**config.mk**
```make
export PLATFORM = sky130hd
export DESIGN_NAME = tx_pi_ramp_ctl
export DESIGN_NICKNAME = d
export VERILOG_FILES = /design/src/rtl/tx_pi_ramp_ctl.sv
export SDC_FILE = /design/constraint.sdc
export NUM_CORES = 1
export LEC_CHECK = 0
export ABC_AREA = 1
export CORE_UTILIZATION = 50
export CTS_CLUSTER_DIAMETER = 40
export CTS_CLUSTER_SIZE = 10
export DETAILED_ROUTE_END_ITERATION = 8
export PLACE_DENSITY = 0.74
export RECOVER_POWER = 100
export SLEW_MARGIN = 20
export SYNTH_ARGS = -nofsm -noshare
export SYNTH_HDL_FRONTEND = slang
export SYNTH_SLANG_ARGS = --single-unit
```
**constraint.sdc**
```tcl
create_clock -name clk -period 3.05 [get_ports clk]
set_input_delay 0.7625 -clock clk [delete_from_list [all_inputs] [get_ports clk]]
set_output_delay 0.7625 -clock clk [all_outputs]
set_load 0.02 [all_outputs]
```
**src/rtl/tx_pi_ramp_ctl.sv**
```systemverilog
// Ramps the four TX phase-interpolator control words toward a target set in
// bounded steps, strobing ctl_valid after each code change and dwelling between steps.
module tx_pi_ramp_ctl #(
  parameter int Npi       = 9,
  parameter int Nout      = 4,
  parameter int Ndwell    = 8,
  parameter int VALID_CYC = 2,
  parameter int INIT_CODE = 0
) (
  input  logic                 clk,
  input  logic                 rstb,
  input  logic                 start,
  input  logic                 abort,
  input  logic [Nout*Npi-1:0]  tgt_pi,
  input  logic [Npi-1:0]       step,
  input  logic [Ndwell-1:0]    dwell,
  output logic [Nout*Npi-1:0]  ctl_pi,
  output logic                 ctl_valid,
  output logic                 busy,
  output logic                 done
);

  localparam int VW = (VALID_CYC > 1) ? $clog2(VALID_CYC) : 1;
  localparam logic [Nout*Npi-1:0] INIT_ALL = {Nout{Npi'(INIT_CODE)}};

  typedef enum logic [2:0] {
    S_IDLE,
    S_UPDATE,
    S_SETTLE,
    S_STROBE,
    S_DWELL,
    S_CHECK,
    S_DONE
  } state_t;

  state_t                state, next_state;
  logic [Nout*Npi-1:0]   tgt_q;
  logic [Nout*Npi-1:0]   pi_next;
  logic [Npi-1:0]        step_q;
  logic [VW-1:0]         vcnt;
  logic [Ndwell-1:0]     dcnt;
  logic                  accept;

  // Unsigned codes are compared through an Npi+1-bit difference so a lane never
  // wraps past 0 or full scale and lands exactly on target when within one step.
  function automatic logic [Npi-1:0] move_lane(input logic [Npi-1:0] cur,
                                               input logic [Npi-1:0] tgt,
                                               input logic [Npi-1:0] stp);
    logic [Npi:0] diff;
    logic [Npi:0] mag;
    diff = {1'b0, tgt} - {1'b0, cur};
    mag  = diff[Npi] ? ((Npi+1)'(0) - diff) : diff;
    if (mag <= {1'b0, stp})
      move_lane = tgt;
    else if (diff[Npi])
      move_lane = cur - stp;
    else
      move_lane = cur + stp;
  endfunction

  always_comb begin
    pi_next = ctl_pi;
    for (int k = 0; k < Nout; k++)
      pi_next[k*Npi +: Npi] = move_lane(ctl_pi[k*Npi +: Npi], tgt_q[k*Npi +: Npi], step_q);
  end

  assign accept = (state == S_IDLE) && start && !abort;

  always_comb begin
    next_state = state;
    case (state)
      S_IDLE:   if (accept) next_state = (tgt_pi == ctl_pi) ? S_DONE : S_UPDATE;
      S_UPDATE: next_state = S_SETTLE;
      S_SETTLE: next_state = S_STROBE;
      S_STROBE: if (vcnt == '0) next_state = (dwell == '0) ? S_CHECK : S_DWELL;
      S_DWELL:  if (dcnt == '0) next_state = S_CHECK;
      S_CHECK:  next_state = (tgt_q == ctl_pi) ? S_DONE : S_UPDATE;
      S_DONE:   next_state = S_IDLE;
      default:  next_state = S_IDLE;
    endcase
    if (abort && state != S_IDLE)
      next_state = S_IDLE;
  end

  // Status outputs are registered from the next state so they line up with the state itself.
  always_ff @(posedge clk or negedge rstb) begin
    if (!rstb) begin
      state     <= S_IDLE;
      ctl_pi    <= INIT_ALL;
      tgt_q     <= INIT_ALL;
      step_q    <= '0;
      vcnt      <= '0;
      dcnt      <= '0;
      ctl_valid <= 1'b0;
      busy      <= 1'b0;
      done      <= 1'b0;
    end else begin
      state     <= next_state;
      ctl_valid <= (next_state == S_STROBE);
      busy      <= (next_state != S_IDLE);
      done      <= (next_state == S_DONE);

      if (accept) begin
        tgt_q  <= tgt_pi;
        step_q <= (step == '0) ? Npi'(1) : step;
      end

      if (state == S_UPDATE && !abort)
        ctl_pi <= pi_next;

      if (state == S_SETTLE)
        vcnt <= VW'(VALID_CYC - 1);
      else if (state == S_STROBE && vcnt != '0)
        vcnt <= vcnt - VW'(1);

      if (state == S_STROBE && vcnt == '0 && dwell != '0)
        dcnt <= dwell - Ndwell'(1);
      else if (state == S_DWELL && dcnt != '0)
        dcnt <= dcnt - Ndwell'(1);
    end
  end

endmodule

```
==> results.toml <==
[setup_path]
critPathKind = "reg2reg"
critical_path_arrival_ns = 3.63
crit_path_max_fanout = 6
critPathLaunchType = "register"
crit_path_end_kind = "register"
reg2regPathDepth = 21
cp.required_ns = 3.31

[drt]
vias = 12654
drt_first_pass_iters = 6
drt_iter0_markers = 1090
wl_um = 40200
vias_per_cell = 5.56
wl_per_cell_um = 17.7
drc = 0
drtAntennaViolNets = 0
wl_met1_um = 15800
highest_layer = "met4"
route.met3.wl_um = 3160
wl_met2_um = 19000

[cts]
htreeDepth = 3
cts_root_buf = "clkbuf_16"
clk_pin_slew_ns = 0.08
tritoncts.num_buffers = 9
clk_latency_ns = 0.37
cts_hold_buf = 0
ctsLongestPathBuffers = 2
cts_tree = "built"
cts.sinks = 96

[sta]
final_max_slew_viol_count = 30
rsz0062_at_grt = "yes"
worstMarginPinSlew_ns = 1.80
min_period_ns = 3.38
finalCritPeriodShare = 1.11
setup_viol = 37
fmaxAchievable_mhz = 296
relSlewSlack = -0.197
hold_violations = 0
whs_ns = 0.512
skew_ns = 0.0153
setup_slack_ns = -0.327

[flow_run]
max_cap_violations = 1

[die]
dieArea_um2 = 22000
pin_count = 96
start_util = 0.509
die_w_um = 148
coreArea_um2 = 21000
num_rows = 53
die_y_um = 148

[synth]
synth.most_common_cell = "nand2_1"
yosysUniqueCellTypes = 44
synth_enable_flop_cells = 0
synth_nets = 1788
synth_area_leaders = "dfrtp_1, nand2_1, ha_1"
yosysWarnings = 0
synth_common_cells = "nand2_1, inv_1, nand3_1, o21ai_0, ha_1"
avgSynthCellArea_um2 = 6.63
synth_flop_cell = "dfrtp_1"
mappedNetlistArea_um2 = 10700
synthArstFlopShare = 1.00
yosysTopAreaCellShare = 0.225
syn_inst = 1613
yosysTopAreaCell = "dfrtp_1"
ys_ff_latch = 96
yosysSeqAreaShare = 0.225

[global_route]
grt_max_degree = 57
grt_overflow = 0
grtUsageTotal = 0.360
antenna_found_initial = 0
grt_pass1_wl_um = 61400
grt_pass1_vias = 12141

[place]
globalplace.congestion = 0.978
place_inst = 2219
io_buffers = 95
dp_slack_ns = -0.301
hpwl_um = 29500
postPlaceCellArea_um2 = 14000

[final_layout]
syn2layout_area_growth_pct = 43.2
antenna_cells = 0
finalInstanceArea_um2 = 15300
drive_above_1_share = 0.289
num-nets-final = 2169
final_cell_count_no_fill = 2274

[worst_hold_path]
hold_depth = 2
hp-class = "reg2reg"

[status]
violations = "capacitance limit, slew limit, setup timing"
status = "finished with violations"
==> worst max-delay path: stages (launching register included) <==
cell,delay [ns]
dfrtp_1,0.39
inv_2,0.08
ha_4,0.17
fa_2,0.55
nand2_2,0.07
nor2_4,0.12
nand3_2,0.10
nor2_4,0.14
nor2_2,0.05
xnor2_1,0.20
ha_1,0.32
nand2_2,0.14
nor2_4,0.06
buf_4,0.12
buf_4,0.12
nand3b_1,0.07
buf_4,0.17
nand2_8,0.11
nand2_8,0.11
nand2_2,0.06
nand3_1,0.06
nand2_1,0.06
==> layout make-up <==
cell class	count	area, um^2
multi-input combinational	1252	8140
fill	1628	5710
timing repair buffer	388	3160
sequential	96	2440
inverter	247	927
tap	275	344
clock buffer	10	229
clock inverter	6	68.8
==> metal layers <==
metal,track usage,up-vias
met5,0,-
met2,0.601,591
li1,-,5980
met4,0.194,0
met3,0.0543,165
met1,0.445,5918
==> cell families (layout without fill, tap and decap cells) <==
logic type	after synthesis	after routing	synth area share
buf+inv	273	651	0.0995
compound gates	205	205	0.107
fa+ha+maj	118	118	0.144
flops	96	96	0.225
xor+xnor	89	89	0.0743
simple gates	832	840	0.351
==> worst paths after layout <==
check	from	endpoint	slack [ns]
setup / recovery	tgt_q[9]	ctl_pi[12]	-0.33
hold / removal	dcnt[1]	dcnt[1]	0.51
setup reg to reg	tgt_q[9]	ctl_pi[12]	-0.33
hold reg to reg	dcnt[1]	dcnt[1]	0.51
max in group asynchronous	rstb	ctl_pi[28]	0.36
min in group asynchronous	rstb	ctl_pi[6]	0.87
==> through the flow <==
step                setup TNS (ns)  utilization
floorplan                        0            -
global placement             -6.74        0.667
detailed placement           -9.28        0.667
CTS                          -6.58        0.705
global route                -18.26        0.729
finish                       -9.95        0.729
==> placed cells by master, fill, tap and decap left out, types with 17 or more instances in the layout <==
master and instances:
ha_4 17, dlygate4sd3_1 40, nand2_2 67, nor2_1 67, nand4_1 34, nand2_1 410, xnor2_1 43, clkdlybuf4s50_1 54
buf_4 282, inv_1 218, inv_2 26, dfrtp_1 68, nor2_2 26, nand3_1 132, nor3_1 19, o21ai_0 96
a21oi_1 47, nand2_4 18, ha_1 89, xor2_1 42, dfrtp_2 28
==> state kept, by name, summed over array words and instances, names as in the netlist <==
| register | flops |
|---|---|
| done | 1 |
| step_q | 9 |
| tgt_q | 36 |
| busy | 1 |
| vcnt | 1 |
| ctl_pi | 36 |
| ctl_valid | 1 |
| dcnt | 8 |
| state | 3 |
==> repair_timing <==
item                                    4_1_cts  5_1_grt
gates cloned                                  8        0
resized for setup                            83      113
setup buffers                                18       13
endpoints found under the setup margin       36       36
pin swaps                                    66       95
Power is left out: the tool's default activity adds up to more than one toggle a clock period on the data nets, which glitch-free logic cannot reach.
==> edit 1: new RTL, same settings <==
Set the parameter `Nout` to 2 (it was 4).
--- a/src/rtl/tx_pi_ramp_ctl.sv
+++ b/src/rtl/tx_pi_ramp_ctl.sv
@@ -3,5 +3,5 @@
 module tx_pi_ramp_ctl #(
   parameter int Npi       = 9,
-  parameter int Nout      = 4,
+  parameter int Nout      = 2,
   parameter int Ndwell    = 8,
   parameter int VALID_CYC = 2,
Ports: changed (resized ctl_pi and tgt_pi); port bits go from 96 to 60. No check against the original RTL was run, so the function may have changed too.
==> edit 1 against the original RTL <==
The flow finishes with violations (design-rule violations, negative setup slack). Sequential share of layout area up 1.9 points. Global-route usage down 4.9 points. Worst setup slack better by 81 ps. Sequential cell count down 36. Hold slack worse by 24 ps. Largest cell class unchanged. Critical endpoint is now ctl_pi[0]$_DFFE_PN0P_. Utilization up 0.66 points. Clock skew down 11 ps. Via count down 47%. Synthesized area down 43%. Wire length down 52%. Cell area down 44%.
Power is left out: the tool's default activity adds up to more than one toggle a clock period on the data nets, which glitch-free logic cannot reach.
==> edit 1: results (changes against the original RTL) <==
| Metric | Value |
|---|---|
| Total GRT Usage | `31.0% (-4.9 points)` |
| Worst skew pair latency | `340 ps (-30 ps)` |
| Failing checks | `design-rule violations, negative setup slack` |
| Drt first pass iters | `7 (+1)` |
| Yosys cell types | `37 (-16%)` |
| Number of clock buffers in the layout | `12 (+2)` |
| Via density | `5.35 (-3.9%)` |
| Clk_skew | `4.34 ps (-11.0 ps)` |
| Multi-input gate count | `702 (-44%)` |
| Clock network share of area | `3.94% (+2.0 points)` |
| Post-Syn Area | `6040 sq um (-43%)` |
| Largest regs | `ctl_pi: 18 flops, tgt_q: 18 flops, step_q: 9 flops` |
| Clk pin slew, worst setup/hold paths | `50 ps (-30 ps)` |
| HPWL after detailed placement | `14200 microns (-52%)` |
| Reg area | `1520 sq um (-37%)` |
| Fill count | `886 (-46%)` |
| Top cells by area, synth | `dfrtp_1 25%, nand2_1 18%, ha_1 12%, inv_1 9.6%, nand3_1 7.5%` |
| Worst setup margin | `-245 ps (+81.2 ps)` |
| Avg Cell Area, Syn | `6.49 sq um (-2.1%)` |
| DR iter-0 viols | `569 (-48%)` |
| Slew headroom | `6.43% (+26 points)` |
| Routed len/inst | `15.3 microns (-13%)` |
| Buffers, non-clock | `183 (-53%)` |
| Vias in the first global route | `6276 (-48%)` |
| Setup crit end | `ctl_pi[0]$_DFFE_PN0P_` |
| Outcome | `complete, but fails checks` |
| Non-CTS inverters | `160 (-35%)` |
| Final net count | `1215 (-44%)` |
| Design area | `8540 sq um (-44%)` |
| Slowest stage delay, CP | `440 ps (-110 ps)` |
| Number of cells upsized or downsized after cts | `40 (-52%)` |
| IO Port Bufs | `59 (-38%)` |
| Final Max Slew Viols | `0 (-100%)` |
| First-pass GRT wire length | `30400 microns (-51%)` |
| Number of remaining DRC errors | `1 (+1)` |
| Final setup vio count | `18 (-51%)` |
| Area of the multi-input gates | `4370 sq um (-46%)` |
| Syn_nets | `1030 (-42%)` |
==> edit 1: cell count changes after synthesis, moves of 15 or more <==
cell and change:
nand2_1 -190, nand3_1 -55, a21oi_1 -26, nor2_1 -32, ha_1 -54, xnor2_1 -27
dfrtp_1 -36, inv_1 -74, xor2_1 -15, o21ai_0 -54, nand4_1 -17
==> edit 1: layer usage <==
| metal | global-route usage (%) | up-vias | wire length (microns) |
|---|---|---|---|
| li1 | - | 3354 | - |
| met1 | 41.8 | 3056 | 8420 |
| met2 | 49.6 | 289 | 8780 |
| met3 | 3.59 | 60 | 1330 |
| met4 | 15.4 | 0 | 818 |
| met5 | 0 | - | 0 |
==> edit 1: kinds of logic (layout without fill, tap and decap cells) <==
group / count (synthesis) / after routing / share of synthesized area (%)
DFF: 60 / 60 / 24.8
AOI/OAI and AO/OA: 111 / 111 / 9.94
and+or+nand+nor: 482 / 486 / 34.8
xor gates and xnor gates: 45 / 45 / 6.52
adders and majority gates: 60 / 60 / 12.9
buffers and inverters: 173 / 359 / 11.0
==> edit 2: new RTL, same settings <==
Made on the original files. Encoding of `state_t`: now one-hot (7 bits for 7 states).
--- a/src/rtl/tx_pi_ramp_ctl.sv
+++ b/src/rtl/tx_pi_ramp_ctl.sv
@@ -24,12 +24,12 @@
   localparam logic [Nout*Npi-1:0] INIT_ALL = {Nout{Npi'(INIT_CODE)}};
 
-  typedef enum logic [2:0] {
-    S_IDLE,
-    S_UPDATE,
-    S_SETTLE,
-    S_STROBE,
-    S_DWELL,
-    S_CHECK,
-    S_DONE
+  typedef enum logic [6:0] {
+    S_IDLE   = 7'b0000001,
+    S_UPDATE = 7'b0000010,
+    S_SETTLE = 7'b0000100,
+    S_STROBE = 7'b0001000,
+    S_DWELL  = 7'b0010000,
+    S_CHECK  = 7'b0100000,
+    S_DONE   = 7'b1000000
   } state_t;
 
Formal check against the unedited RTL: same outputs for any inputs over 4 cycles, from zero or initial values and one cycle with rstb low; so few cycles prove little.
==> edit 2 against the original RTL <==
Highest routed layer unchanged. Cell area rose by 1.9%. Wire length rose by 0.86%. Sequential cell count rose by 4. Hold slack improved by 18 ps. The flow finishes with violations (negative setup slack). Die area rose by 1.5%. Synthesized area rose by 1.5%. First-iteration DRC count rose by 8.4%. Worst setup slack got worse by 31 ps. Clock skew fell by 0.85 ps. Critical path type unchanged.
Power is not shown: default switching activity piles up to over one toggle a cycle in this logic, so the estimate is an artifact.
==> edit 2: results (changes against the original RTL) <==
| Metric | Value |
|---|---|
| Outcome | `complete, but fails checks` |
| Failing checks | `negative setup slack` |
| Routed len/inst | `17.8 microns (+0.50%)` |
| Reg area | `2540 sq um (+4.4%)` |
| RePlAce Congestion | `0.989 (+1.1%)` |
| Largest net degree at the start of global routing | `52 (-8.8%)` |
| HPWL after detailed placement | `28800 microns (-2.1%)` |
| Routed vias | `12900 (+1.7%)` |
| Final net count | `2177 (+0.37%)` |
| Top cells by area, synth | `dfrtp_1 23%, nand2_1 18%, ha_1 13%, inv_1 8.8%, nand3_1 7.0%` |
| Slowest stage delay, CP | `590 ps (+40 ps)` |
| Slew headroom | `4.28% (+24 points)` |
| Hold path startpoint | `dcnt[5]$_DFFE_PN0P_` |
| Met3 WL | `3870 microns (+22%)` |
| Clk_skew | `14.5 ps (-0.853 ps)` |
| Total GRT Usage | `34.2% (-1.7 points)` |
| Share of layout cells above drive strength 1 | `30.7% (+1.8 points)` |
| DR iter-0 viols | `1182 (+8.4%)` |
| Syn_nets | `1833 (+2.5%)` |
| Worst setup margin | `-358 ps (-31.4 ps)` |
| Final setup vio count | `36 (-2.7%)` |
| Worst Hold End | `dcnt[5]$_DFFE_PN0P_` |
| Fin Setup TNS | `-7940 ps (+2010 ps)` |
| Worst R2R Path Depth | `23 (+9.5%)` |
| Arr. time, crit path | `3660 ps (+30 ps)` |
| Dpl cell area | `13900 sq um (-1.1%)` |
| Pre-CTS setup slack | `-347 ps (-45.9 ps)` |
| First-pass GRT wire length | `59100 microns (-3.7%)` |
| Clk pin slew, worst setup/hold paths | `80 ps (about the same)` |
| Setup crit end | `ctl_pi[6]$_DFFE_PN0P_` |
| Met1 GRT Util | `43.9% (-0.65 points)` |
| Sequential share of the synthesized area | `23.1% (+0.61 points)` |
| M2 GR Usage | `55.9% (-4.3 points)` |
| Fill count | `1555 (-4.5%)` |
| Yosys cell types | `46 (+4.5%)` |
| RR Startpoint | `ctl_pi[0]$_DFFE_PN0P_` |
| Met3 global-route usage | `6.36% (+0.93 points)` |
| Met2 wire len | `18900 microns (-0.65%)` |
| Post-Layout Cell Count | `2282 (+0.35%)` |
| Vias in the first global route | `12000 (-1.3%)` |
| Cell count after synthesis | `1658 (+2.8%)` |
| H-Tree Depth | `3 (unchanged)` |
[edit 2: cell type report]
class                      instances  share of cell area (%)
clock inverter                     6                   0.313
multi-input combinational       1275                    54.3
inverter                         265                    6.41
clock buffer                      10                    1.47
sequential                       100                    16.3
timing repair buffer             351                    19.0
tap                              275                    2.20
[edit 2: tightest hold or removal path, cell delays in order (launching register included)]
cell and delay, ps:
dfrtp_1 380, nand2_1 60, nand2_1 60
[edit 2: repair_timing]
item | 4_1_cts | 5_1_grt
gates cloned | 8 | 1
setup buffers | 9 | 19
hold buffers | 0 | 0
pin swaps | 72 | 91
setup endpoints to repair | 36 | 36
resized for setup | 93 | 205
[edit 2: cells by family after synthesis]
family	Yosys count	share of synthesized area, %
buffers and inverters	291	10.6
AND/OR/NAND/NOR	884	36.4
AO/OA/AOI/OAI	193	9.89
adder cells (fa/ha/maj)	118	14.2
XOR/XNOR	72	5.88
flip-flops	100	23.1
